$ cat config.mk
export PLATFORM = sky130hd
export DESIGN_NAME = mark_result_store
export DESIGN_NICKNAME = d
export VERILOG_FILES = /design/src/rtl/mark_result_store_pkg.sv /design/src/rtl/mark_result_ram.sv /design/src/rtl/mark_result_store.sv
export SDC_FILE = /design/constraint.sdc
export NUM_CORES = 1
export LEC_CHECK = 0
export BUFFER_PORTS_ARGS = -buffer_cell sky130_fd_sc_hd__buf_2
export CAP_MARGIN = 25
export CORE_UTILIZATION = 40
export DETAILED_ROUTE_END_ITERATION = 12
export PLACE_DENSITY_LB_ADDON = 0.2
export SLEW_MARGIN = 5
export SYNTH_ARGS = -nofsm -noshare
export SYNTH_HDL_FRONTEND = slang
export SYNTH_SLANG_ARGS = --single-unit
$ cat constraint.sdc
create_clock -name clock -period 6.9 [get_ports clock]
set_input_delay 1.38 -clock clock [delete_from_list [all_inputs] [get_ports clock]]
set_output_delay 1.38 -clock clock [all_outputs]
set_load 0.005 [all_outputs]
$ cat src/rtl/mark_result_store_pkg.sv
// mark_result_store_pkg: shared defaults, state encoding and sizing helpers for the result store
// Contents:
//   DEF_*        default parameter values for mark_result_store
//   state_e      COLLECT / DRAIN / DONE controller states
//   ruler_bits   packed width of a full ruler (NUMPOSITIONS+1 marks)
//   addr_bits    address width for a DEPTH-entry store (at least 1)
package mark_result_store_pkg;
    localparam int DEF_NUMPOSITIONS = 5;
    localparam int DEF_VALUEBITS    = 9;
    localparam int DEF_DEPTH        = 8;
    localparam int DEF_CNTBITS      = 6;

    typedef enum logic [1:0] {
        ST_COLLECT,
        ST_DRAIN,
        ST_DONE
    } state_e;

    function automatic int ruler_bits(input int num_positions, input int value_bits);
        return (num_positions + 1) * value_bits;
    endfunction

    function automatic int addr_bits(input int depth);
        return (depth > 1) ? $clog2(depth) : 1;
    endfunction
endpackage

$ cat src/rtl/mark_result_ram.sv
// mark_result_ram: DEPTH x WIDTH register file, synchronous write, combinational read
// Ports:
//   clk_i    clock, write on rising edge
//   we_i     write enable
//   waddr_i  write address
//   wdata_i  write data
//   raddr_i  read address
//   rdata_o  read data (combinational)
module mark_result_ram #(
    parameter int DEPTH = 8,
    parameter int WIDTH = 54,
    parameter int AW    = 3
) (
    input  logic             clk_i,
    input  logic             we_i,
    input  logic [AW-1:0]    waddr_i,
    input  logic [WIDTH-1:0] wdata_i,
    input  logic [AW-1:0]    raddr_i,
    output logic [WIDTH-1:0] rdata_o
);
    logic [WIDTH-1:0] mem_q [DEPTH];

    always_ff @(posedge clk_i) begin
        if (we_i) mem_q[waddr_i] <= wdata_i;
    end

    assign rdata_o = mem_q[raddr_i];
endmodule

$ cat src/rtl/mark_result_store.sv
// mark_result_store: keeps the shortest candidate rulers, exports a prune bound, streams them out on completion
// Ports:
//   clock, reset              rising-edge clock, synchronous active-high reset
//   cand_valid/ready/marks    candidate ruler input (m[0] in MSBs, length = m[NUMPOSITIONS] in LSBs)
//   search_done               one-cycle pulse starting readout
//   best_len                  shortest stored length, all-ones when empty
//   num_results               rulers currently stored
//   overflow                  sticky: equal-length ruler dropped because store was full
//   out_valid/ready/marks     readout stream, out_last marks the final ruler
//   done                      readout complete, held until reset
module mark_result_store
    import mark_result_store_pkg::*;
#(
    parameter int NUMPOSITIONS = DEF_NUMPOSITIONS,
    parameter int VALUEBITS    = DEF_VALUEBITS,
    parameter int DEPTH        = DEF_DEPTH,
    parameter int CNTBITS      = DEF_CNTBITS
) (
    input  logic                                      clock,
    input  logic                                      reset,
    input  logic                                      cand_valid,
    output logic                                      cand_ready,
    input  logic [(NUMPOSITIONS+1)*VALUEBITS-1:0]     cand_marks,
    input  logic                                      search_done,
    output logic [VALUEBITS-1:0]                      best_len,
    output logic [CNTBITS-1:0]                        num_results,
    output logic                                      overflow,
    output logic                                      out_valid,
    input  logic                                      out_ready,
    output logic [(NUMPOSITIONS+1)*VALUEBITS-1:0]     out_marks,
    output logic                                      out_last,
    output logic                                      done
);
    localparam int RB = ruler_bits(NUMPOSITIONS, VALUEBITS);
    localparam int AW = addr_bits(DEPTH);

    state_e               state_q, state_d;
    logic [VALUEBITS-1:0] best_len_q, best_len_d;
    logic [CNTBITS-1:0]   num_q, num_d;
    logic [CNTBITS-1:0]   ptr_q, ptr_d;
    logic                 overflow_q, overflow_d;
    logic                 out_valid_q, out_valid_d;
    logic                 out_last_q, out_last_d;
    logic                 done_q, done_d;
    logic                 cand_ready_q, cand_ready_d;

    logic [VALUEBITS-1:0] cand_len;
    logic                 take, shorter, equal, wr_en;
    logic [AW-1:0]        wr_addr;
    logic [RB-1:0]        rd_data;

    assign cand_len = cand_marks[VALUEBITS-1:0];
    assign take     = cand_valid & (state_q == ST_COLLECT);
    // An empty store accepts anything, including an all-ones length.
    assign shorter  = (cand_len < best_len_q) | (num_q == '0);
    assign equal    = !shorter & (cand_len == best_len_q);
    assign wr_en    = take & (shorter | (equal & (num_q < CNTBITS'(DEPTH))));
    assign wr_addr  = shorter ? '0 : num_q[AW-1:0];

    mark_result_ram #(
        .DEPTH (DEPTH),
        .WIDTH (RB),
        .AW    (AW)
    ) u_ram (
        .clk_i   (clock),
        .we_i    (wr_en),
        .waddr_i (wr_addr),
        .wdata_i (cand_marks),
        .raddr_i (ptr_q[AW-1:0]),
        .rdata_o (rd_data)
    );

    always_comb begin
        state_d      = state_q;
        best_len_d   = best_len_q;
        num_d        = num_q;
        ptr_d        = ptr_q;
        overflow_d   = overflow_q;
        out_valid_d  = out_valid_q;
        out_last_d   = out_last_q;
        done_d       = done_q;
        cand_ready_d = cand_ready_q;
        if (take) begin
            if (shorter) begin
                num_d      = CNTBITS'(1);
                best_len_d = cand_len;
                overflow_d = 1'b0;
            end else if (equal) begin
                if (num_q < CNTBITS'(DEPTH)) num_d = num_q + CNTBITS'(1);
                else overflow_d = 1'b1;
            end
        end
        case (state_q)
            ST_COLLECT: begin
                // num_d already includes a candidate taken alongside search_done.
                if (search_done) begin
                    ptr_d        = '0;
                    cand_ready_d = 1'b0;
                    if (num_d == '0) begin
                        state_d = ST_DONE;
                        done_d  = 1'b1;
                    end else begin
                        state_d     = ST_DRAIN;
                        out_valid_d = 1'b1;
                        out_last_d  = (num_d == CNTBITS'(1));
                    end
                end
            end
            ST_DRAIN: begin
                if (out_ready) begin
                    if (out_last_q) begin
                        state_d     = ST_DONE;
                        done_d      = 1'b1;
                        out_valid_d = 1'b0;
                        out_last_d  = 1'b0;
                    end else begin
                        ptr_d      = ptr_q + CNTBITS'(1);
                        out_last_d = (ptr_q + CNTBITS'(2) == num_q);
                    end
                end
            end
            default: ;
        endcase
    end

    always_ff @(posedge clock) begin
        if (reset) begin
            state_q      <= ST_COLLECT;
            best_len_q   <= '1;
            num_q        <= '0;
            ptr_q        <= '0;
            overflow_q   <= 1'b0;
            out_valid_q  <= 1'b0;
            out_last_q   <= 1'b0;
            done_q       <= 1'b0;
            cand_ready_q <= 1'b1;
        end else begin
            state_q      <= state_d;
            best_len_q   <= best_len_d;
            num_q        <= num_d;
            ptr_q        <= ptr_d;
            overflow_q   <= overflow_d;
            out_valid_q  <= out_valid_d;
            out_last_q   <= out_last_d;
            done_q       <= done_d;
            cand_ready_q <= cand_ready_d;
        end
    end

    assign cand_ready  = cand_ready_q;
    assign best_len    = best_len_q;
    assign num_results = num_q;
    assign overflow    = overflow_q;
    assign out_valid   = out_valid_q;
    assign out_last    = out_last_q;
    assign done        = done_q;
    // The read pointer is registered, so gating keeps the readout port quiet outside DRAIN.
    assign out_marks   = out_valid_q ? rd_data : '0;
endmodule

==> results of run 1 <==
sequential cells by signal (all words and copies together), names as in the netlist, named ones only:
signal	cells
done	1
best_len	9
out_last	1
cand_ready	1
out_valid	1
u_ram.mem_q	432
ptr_q	6
state_q	2
overflow	1
num_results	6
power by group:
group	switching [mW]	internal [mW]
registers	0.0620	3.19
logic	0.437	0.385
clock network	1.06	1.50
cell usage in the layout, fill, tap and decap left out, types with 12 or more instances in the layout:
cell         n
ha_1        13
mux4_2     108
clkbuf_16   48
nor2b_1     54
buf_2      132
inv_1       17
nor2_1      12
mux2i_1     55
buf_4       13
dfxtp_1     27
edfxtp_1   432
nand2_1     28
worst max-delay path, stage by stage (launching register included):
cell and delay [ns]:
dfxtp_4 0.61, buf_12 0.30, buf_12 0.46, mux4_2 0.58, mux2i_1 0.28, nor2b_1 0.08
buf_2 0.13
cells in the mapped netlist, drive strengths merged, types with 2 or more instances:
cell type,number,share of area [%]
edfxtp,432,71
mux4,108,13
mux2i,55,3.0
nor2b,54,1.9
dfxtp,31,3.4
nand2,28,0.58
clkbuf,26,0.54
buf,19,0.46
nor2,18,0.37
inv,17,0.35
ha,13,0.89
a21oi,12,0.33
o211ai,10,0.41
nor3,8,0.22
nand3,7,0.19
nand4,7,0.24
xnor2,6,0.29
xor2,6,0.29
or2,4,0.14
or3,4,0.14
a31oi,3,0.10
and3,3,0.13
nor3b,3,0.12
nor4,3,0.14
o21ai,3,0.082
a211o,2,0.096
nand2b,2,0.069
o21a,2,0.082
cells by family (layout without fill, tap and decap cells):
group                      count (synthesis)  after routing
adders and majority gates                 13             13
DFF                                      463            463
and+or+nand+nor                          145            145
buffers and inverters                     62            250
xor gates and xnor gates                  12             12
muxes                                    164            164
other                                      0              1
AOI/OAI and AO/OA                         46             46
metrics by stage:
stage,power [mW],worst slack (ns),hold slack (ns)
2_1_floorplan,3.83,1.12,0.439
3_3_place_gp,4.14,1.89,0.434
3_5_place_dp,4.15,1.83,0.435
4_1_cts,6.72,2.13,0.446
5_1_grt,6.90,2.20,0.494
6_report,6.63,2.43,0.440
worst max-delay path by stage:
stage                        startpoint            endpoint  slack (ns)  depth (start not counted)
after floorplan           cand_marks[8]   u_ram.mem_q[1][0]        1.12                          7
final                         flip-flop       out_marks[31]        2.43                          6
after detailed placement  cand_marks[6]  u_ram.mem_q[7][20]        1.83                          8
after global placement    cand_marks[7]  u_ram.mem_q[7][20]        1.89                          8
after global routing          flip-flop       out_marks[31]        2.20                          6
after CTS                     flip-flop        out_marks[8]        2.13                          5
per-layer routing:
metal	wire, um	vias to the layer above	part of all wire (%)
li1	-	3977	-
met1	16800	4644	45
met2	18400	213	49
met3	1650	57	4.4
met4	728	2	1.9
met5	12	-	0.032
cell type report:
type,count,area (sq um)
Clock buffer,54,1220
Inverter,17,63.8
Tap cell,592,741
Multi-Input combinational cell,380,4460
Fill cell,3698,23400
Antenna cell,1,2.50
Sequential cell,463,13600
Clock inverter,32,344
Timing Repair Buffer,147,798
==> metrics.cfg, run 1 <==
[outcome]
status = completed

[timing]
min_period_over_period_pct = 64.8
setup_tns_ns = 0
slew_headroom_pct = 35.8
slew_viol_final = 0
post-route-min-period_ns = 4.47
setup_violations = 0
fmax_mhz = 224
hold_viol_final = 0
worst_clock_skew_ns = 0.0184
worst_slew_pin_slew_ns = 0.963
rsz0062_at_grt = false

[global_routing]
busiest_layer = met2
grt_util_met2_pct = 27.0
grt_pass1_vias = 9315
grt_max_degree = 65
track_usage_pct = 16.4
grt.overflow.total = 0
grt_pass1_wl_mm = 57.2
grtUsageMet1_pct = 22.6
antenna_found_initial = 2
grt_util_met3_pct = 2.61

[setup_path]
cp_max_fo = 64
cp-end-kind = output pin
reg2reg_from = best_len[6]
reg2reg_depth = 8
cp.arrival_ns = 3.09
regToRegEndpoint = u_ram.mem_q[7][13]
worstPathRequired_ns = 5.52
path_class = flip-flop to output pin
reg2reg_slack_ns = 3.05
startpoint_type = flip-flop

[finish]
final_util_pct = 47.6
syn_to_final_growth_pct = 16.5
stdcell_count = 1686
drive_above_1_share_pct = 31.9
design_area_sq_um = 21200
final_nets = 1129

[clocking]
cts-hold-fix-buffers = 0
cts_tree = yes
cts_buffers = 48
postCtsSetupRepairBufs = 0
cts-htree-levels = 2
clock_latency_ns = 0.59
clk_pin_slew_ns = 0.06
clock_path_buffers = 3
cts-resized-gates = 0
cts_sinks = 463
root_buffer = clkbuf_16

[synthesis]
synth_seq_cells = 463
netlist_area_sq_um = 18200
synth_edf_count = 432
async_reset_ff_share_pct = 0
synth_fa_ha_area_share_pct = 0.892
synth.area.mux_share_pct = 16.4
synth_compound_area_share_pct = 1.83
synthXorXnorAreaFrac_pct = 0.576
synth_top_family_by_area = multiplexers
syn_nets = 977
synthCells = 905
syn_avg_cell_area_sq_um = 20.1
synthSimpleGateAreaFrac_pct = 4.38
seq_area_frac_synth_pct = 74.6
yosys_warnings = 0
synth_cell_type_count = 52
ys.flop_type = edfxtp_1

[place]
place_hpwl_mm = 20.8
dpl_cell_area_sq_um = 19700
placedCellCount = 1598
place_congestion = 0.837
portBuffers = 132

[routing]
wl_mm = 37.6
drc = 0
avgViaCountPerCell = 5.27
post_drt_wl_per_cell_um = 22.3
drt_iter0_markers = 481
first_pass_iters = 5
via_count = 8893
drt.antenna.violating_nets = 0

[floorplanning]
core_sq_um = 44600
ios = 133
fp.dieH_um = 215
die_w_um = 215
start_util_pct = 40.9
rows = 77
dieArea_sq_um = 46400

[min_path]
min-delay-path-class = flip-flop to flip-flop
whs_endpoint = cand_ready
holdCritStartpoint = cand_ready
hold_depth = 2

[job]
cap_violations = 0

[pwr]
ir_drop_v = 0.000167
leakage_nw = 6.86
power_density_nw_per_um2 = 312

Note: power is estimated with default switching activity, not from simulation.
==> inputs of run 2 (changes only) <==
==> constraint.sdc (replaced) <==
create_clock -name clock -period 4.1 [get_ports clock]
set_input_delay 0.82 -clock clock [delete_from_list [all_inputs] [get_ports clock]]
set_output_delay 0.82 -clock clock [all_outputs]
set_load 0.005 [all_outputs]
==> run 2 against run 1 <==
Critical path depth decreased by 1. Global-route usage fell by 0.21 points. Sequential share of layout area shrank 0.24 points. Clock-buffer cell count rose by 4. Wire length down 1.2%. Non-clock buffer count grew 14. Via count down 0.20%. Clock skew is 0.0028 ns lower. Worst setup slack got worse by 1.9 ns.
==> metrics.cfg, run 2 (synthesis results as in run 1) <==
[finish]
layout_common_cells = edfxtp_1 (432), buf_2 (132), mux4_2 (108)
syn_to_final_growth_pct = 16.9
final_common_cell = edfxtp_1
multi_input_area_sq_um = 4460
nFillCells = 3717
largest_register_ffs = 432
register_area_sq_um = 13600
final_nets = 1143
regMostFlops = u_ram.mem_q
drive_above_1_share_pct = 32.2
final_util_pct = 47.8

[clocking]
clock_latency_ns = 0.57
cts-resized-gates = 0
clk_pin_slew_ns = 0.06
cts-htree-levels = 2
clock_path_buffers = 3
cts_tree = yes
postCtsSetupRepairBufs = 0
cts_buffers = 48
cts_sinks = 463
root_buffer = clkbuf_16
cts-hold-fix-buffers = 0

[floorplanning]
dieArea_sq_um = 46400
fp.dieH_um = 215
rows = 77
core_sq_um = 44600
die_w_um = 215
ios = 133
start_util_pct = 40.9

[timing]
worst_slew_pin_slew_ns = 0.660
slew_viol_final = 0
rsz0062_at_grt = false
slew_headroom_pct = 56.0
fmax_mhz = 283
post-route-min-period_ns = 3.54
min_period_over_period_pct = 86.3
hold_viol_final = 0
fin_ws_ns = 0.561
whs_ns = 0.449
setup_violations = 0
worst_clock_skew_ns = 0.0156

[global_routing]
grt_pass1_vias = 9368
grt.overflow.total = 0
track_usage_pct = 16.2
grt_pass1_wl_mm = 56.5
grt_max_degree = 55
antenna_found_initial = 1

[routing]
avgViaCountPerCell = 5.22
drt.antenna.violating_nets = 0
first_pass_iters = 7
wl_mm = 37.1
via_count = 8875
drt_iter0_markers = 521
post_drt_wl_per_cell_um = 21.8
drc = 0

[setup_path]
crit_chain = buf_4 > mux4_2 > mux2i_1 > nor2b_1 > buf_2
cp-end-kind = output pin
cpPeakStageDelay_ns = 0.63
worstPathRequired_ns = 3.28
startpoint_type = flip-flop
path_class = flip-flop to output pin
cp.arrival_ns = 2.72
cp_max_fo = 19
critPathSlowestCell = dfxtp_4

[outcome]
status = completed

[place]
portBuffers = 132
pre_cts_slack_ns = 0.526
place_hpwl_mm = 22.2
place_congestion = 0.815

[pwr]
ir_drop_v = 0.000306
leakage_nw = 6.91
power_density_nw_per_um2 = 509

[job]
cap_violations = 0

[min_path]
min-delay-path-class = flip-flop to flip-flop

-- run 2: cell count changes in the layout (fill, tap and decap cells not counted), sizes merged --
cell / delta
clkinvlp: -3
clkbuf: +4
bufinv: -5
clkinv: +3
buf: +14
inv: +2
-- run 2: path summary, 6_finish.rpt --
check                 start                  to  cells after the start  slack (ns)
min reg2reg            done                done                      2        0.45
max               flip-flop       out_marks[29]                      5        0.56
max reg2reg  num_results[0]  u_ram.mem_q[2][20]                      8        1.14
min                    done                done                      2        0.45
-- run 2: critical path: cells and delay by family (launching register included) --
kind / cells / cell delay [ns]
flops: 1 / 0.63
mux: 2 / 0.84
simple gates: 1 / 0.13
buf+inv: 2 / 0.54
-- run 2: area by class of cell --
| type | instances | share of cell area, % |
|---|---|---|
| Antenna cell | 1 | 0.0117 |
| Clock buffer | 58 | 5.91 |
| Clock inverter | 29 | 0.792 |
| Inverter | 17 | 0.299 |
| Multi-Input combinational cell | 380 | 20.9 |
| Sequential cell | 463 | 63.8 |
| Tap cell | 592 | 3.47 |
| Timing Repair Buffer | 161 | 4.77 |
-- run 2: through the flow --
step	power (mW)	cells	area [sq um]	setup TNS, ns
after global placement	7.01	1613	19900	0
after global routing	11.3	1700	21300	0
after CTS	11.0	1700	21300	0
after floorplan	6.45	905	18200	-219.44
final	10.9	1701	21300	0
after detailed placement	7.02	1613	19900	0
-- run 2: power by group --
group	switching, mW	internal, mW	leakage (nW)
clock network	1.72	2.24	0.708
registers	0.127	5.36	4.16
logic	0.724	0.673	2.03
-- run 2: per-layer routing --
metal  wire, um  vias to the layer above  GRT usage (%)
li1           -                     4016              -
met1      16500                     4597           22.2
met2      18200                      206           26.5
met3       1630                       56           3.16
met4        764                        0           4.49
met5          0                        -              0
==> inputs of run 3 (changes only) <==
--- a/config.mk
+++ b/config.mk
@@ -8,6 +8,7 @@
 export BUFFER_PORTS_ARGS = -buffer_cell sky130_fd_sc_hd__buf_2
 export CAP_MARGIN = 25
 export CORE_UTILIZATION = 40
+export CTS_BUF_LIST = sky130_fd_sc_hd__clkbuf_8
 export DETAILED_ROUTE_END_ITERATION = 12
 export PLACE_DENSITY_LB_ADDON = 0.2
 export SLEW_MARGIN = 5
==> run 3 against run 2 <==
Worst hold slack improved by 0.0010 ns. First-iteration DRC count increased by 13%. Sequential share of layout area increased by 0.31 points. Non-clock buffer count unchanged. Flip-flop and latch count unchanged. Sequential power about the same. Worst setup slack got worse by 0.0072 ns. Clock skew increased by 0.00053 ns. Die area unchanged. Clock power decreased by 10%. Cell area decreased by 0.48%. Critical endpoint unchanged. Combinational power about the same.
==> metrics.cfg, run 3 (synthesis results as in run 1) <==
[global_routing]
grt_pass1_wl_mm = 57.1
track_usage_pct = 16.4
grt_pass1_vias = 9588
grt.overflow.total = 0
antenna_found_initial = 1
grt_max_degree = 55

[setup_path]
critPathSlowestCell = dfxtp_4
reg2reg_depth = 8
path_class = flip-flop to output pin
crit_chain = buf_4 > mux4_2 > mux2i_1 > nor2b_1 > buf_2
cp_max_fo = 19
startpoint_type = flip-flop
cp-end-kind = output pin
cp.arrival_ns = 2.73
cpPeakStageDelay_ns = 0.62
worstPathRequired_ns = 3.28

[clocking]
cts-htree-levels = 3
cts-hold-fix-buffers = 0
cts_sinks = 463
root_buffer = clkbuf_8
clock_latency_ns = 0.59
postCtsSetupRepairBufs = 0
clk_pin_slew_ns = 0.06
clock_path_buffers = 3
cts_tree = yes
cts-resized-gates = 0
cts_buffers = 76

[timing]
rsz0062_at_grt = false
setup_violations = 0
worst_slew_pin_slew_ns = 0.653
min_period_over_period_pct = 86.5
fin_ws_ns = 0.554
post-route-min-period_ns = 3.55
slew_headroom_pct = 56.5
whs_ns = 0.450
fmax_mhz = 282
slew_viol_final = 0
hold_viol_final = 0
worst_clock_skew_ns = 0.0161

[job]
cap_violations = 0

[routing]
drt_iter0_markers = 591
via_count = 9029
drc = 0
drt.antenna.violating_nets = 0
first_pass_iters = 5
post_drt_wl_per_cell_um = 21.6
avgViaCountPerCell = 5.17
wl_mm = 37.7

[place]
portBuffers = 132
pre_cts_slack_ns = 0.526
place_hpwl_mm = 22.2
place_congestion = 0.815

[pwr]
leakage_nw = 6.94
ir_drop_v = 0.000292
power_density_nw_per_um2 = 492

[finish]
drive_above_1_share_pct = 33.2
regMostFlops = u_ram.mem_q
syn_to_final_growth_pct = 16.4
layout_common_cells = edfxtp_1 (432), buf_2 (132), mux4_2 (108)
final_nets = 1171
final_common_cell = edfxtp_1
largest_register_ffs = 432

[floorplanning]
start_util_pct = 40.9
dieArea_sq_um = 46400
ios = 133
core_sq_um = 44600
rows = 77
die_w_um = 215
fp.dieH_um = 215

[min_path]
min-delay-path-class = flip-flop to flip-flop
hold_depth = 2

[outcome]
status = completed

-- run 3: cell count changes in the layout (fill, tap and decap cells not counted), sizes merged --
cell,delta
clkbuf,+21
clkinv,+9
inv,+14
-- run 3: area by class of cell --
type | instances | area, sq um
Fill cell | 3762 | 23400
Sequential cell | 463 | 13600
Multi-Input combinational cell | 380 | 4460
Clock buffer | 79 | 1090
Timing Repair Buffer | 161 | 1020
Tap cell | 592 | 741
Clock inverter | 52 | 239
Inverter | 17 | 63.8
Antenna cell | 1 | 2.50
-- run 3: report_power, final --
group          internal (mW)  leakage, nW  switching (mW)  total (mW)
clock                   1.84        0.747            1.72        3.56
sequential              5.36         4.16           0.128        5.49
combinational          0.673         2.03           0.726        1.40
-- run 3: per-stage QoR --
step | TNS, ns | utilization [%] | instance area, sq um | total power, mW | std cells
after floorplan | -219.44 | - | 18200 | 6.45 | 905
after global placement | 0 | 44.6 | 19900 | 7.01 | 1613
after detailed placement | 0 | 44.6 | 19900 | 7.02 | 1613
after CTS | 0 | 47.6 | 21200 | 10.6 | 1744
after global routing | 0 | 47.6 | 21200 | 10.9 | 1744
final | 0 | 47.6 | 21200 | 10.4 | 1745
-- run 3: path summary, 6_finish.rpt --
path | slack, ns | to | from
max reg2reg | 1.12 | u_ram.mem_q[2][17] | num_results[0]
min | 0.45 | done | done
max | 0.55 | out_marks[29] | flip-flop
min reg2reg | 0.45 | done | done
-- run 3: routing by layer --
layer,vias up,routed length (um),GRT usage (%)
met1,4662,16600,22.2
met4,0,718,5.84
met3,50,1770,3.11
met5,-,0,0
li1,4077,-,-
met2,240,18600,26.6
-- run 3: critical path, delay by kind of cell, from the launching register on --
family | cells | cell delay [ns]
muxes | 2 | 0.83
buffers and inverters | 2 | 0.53
and+or+nand+nor | 1 | 0.13
DFF | 1 | 0.62
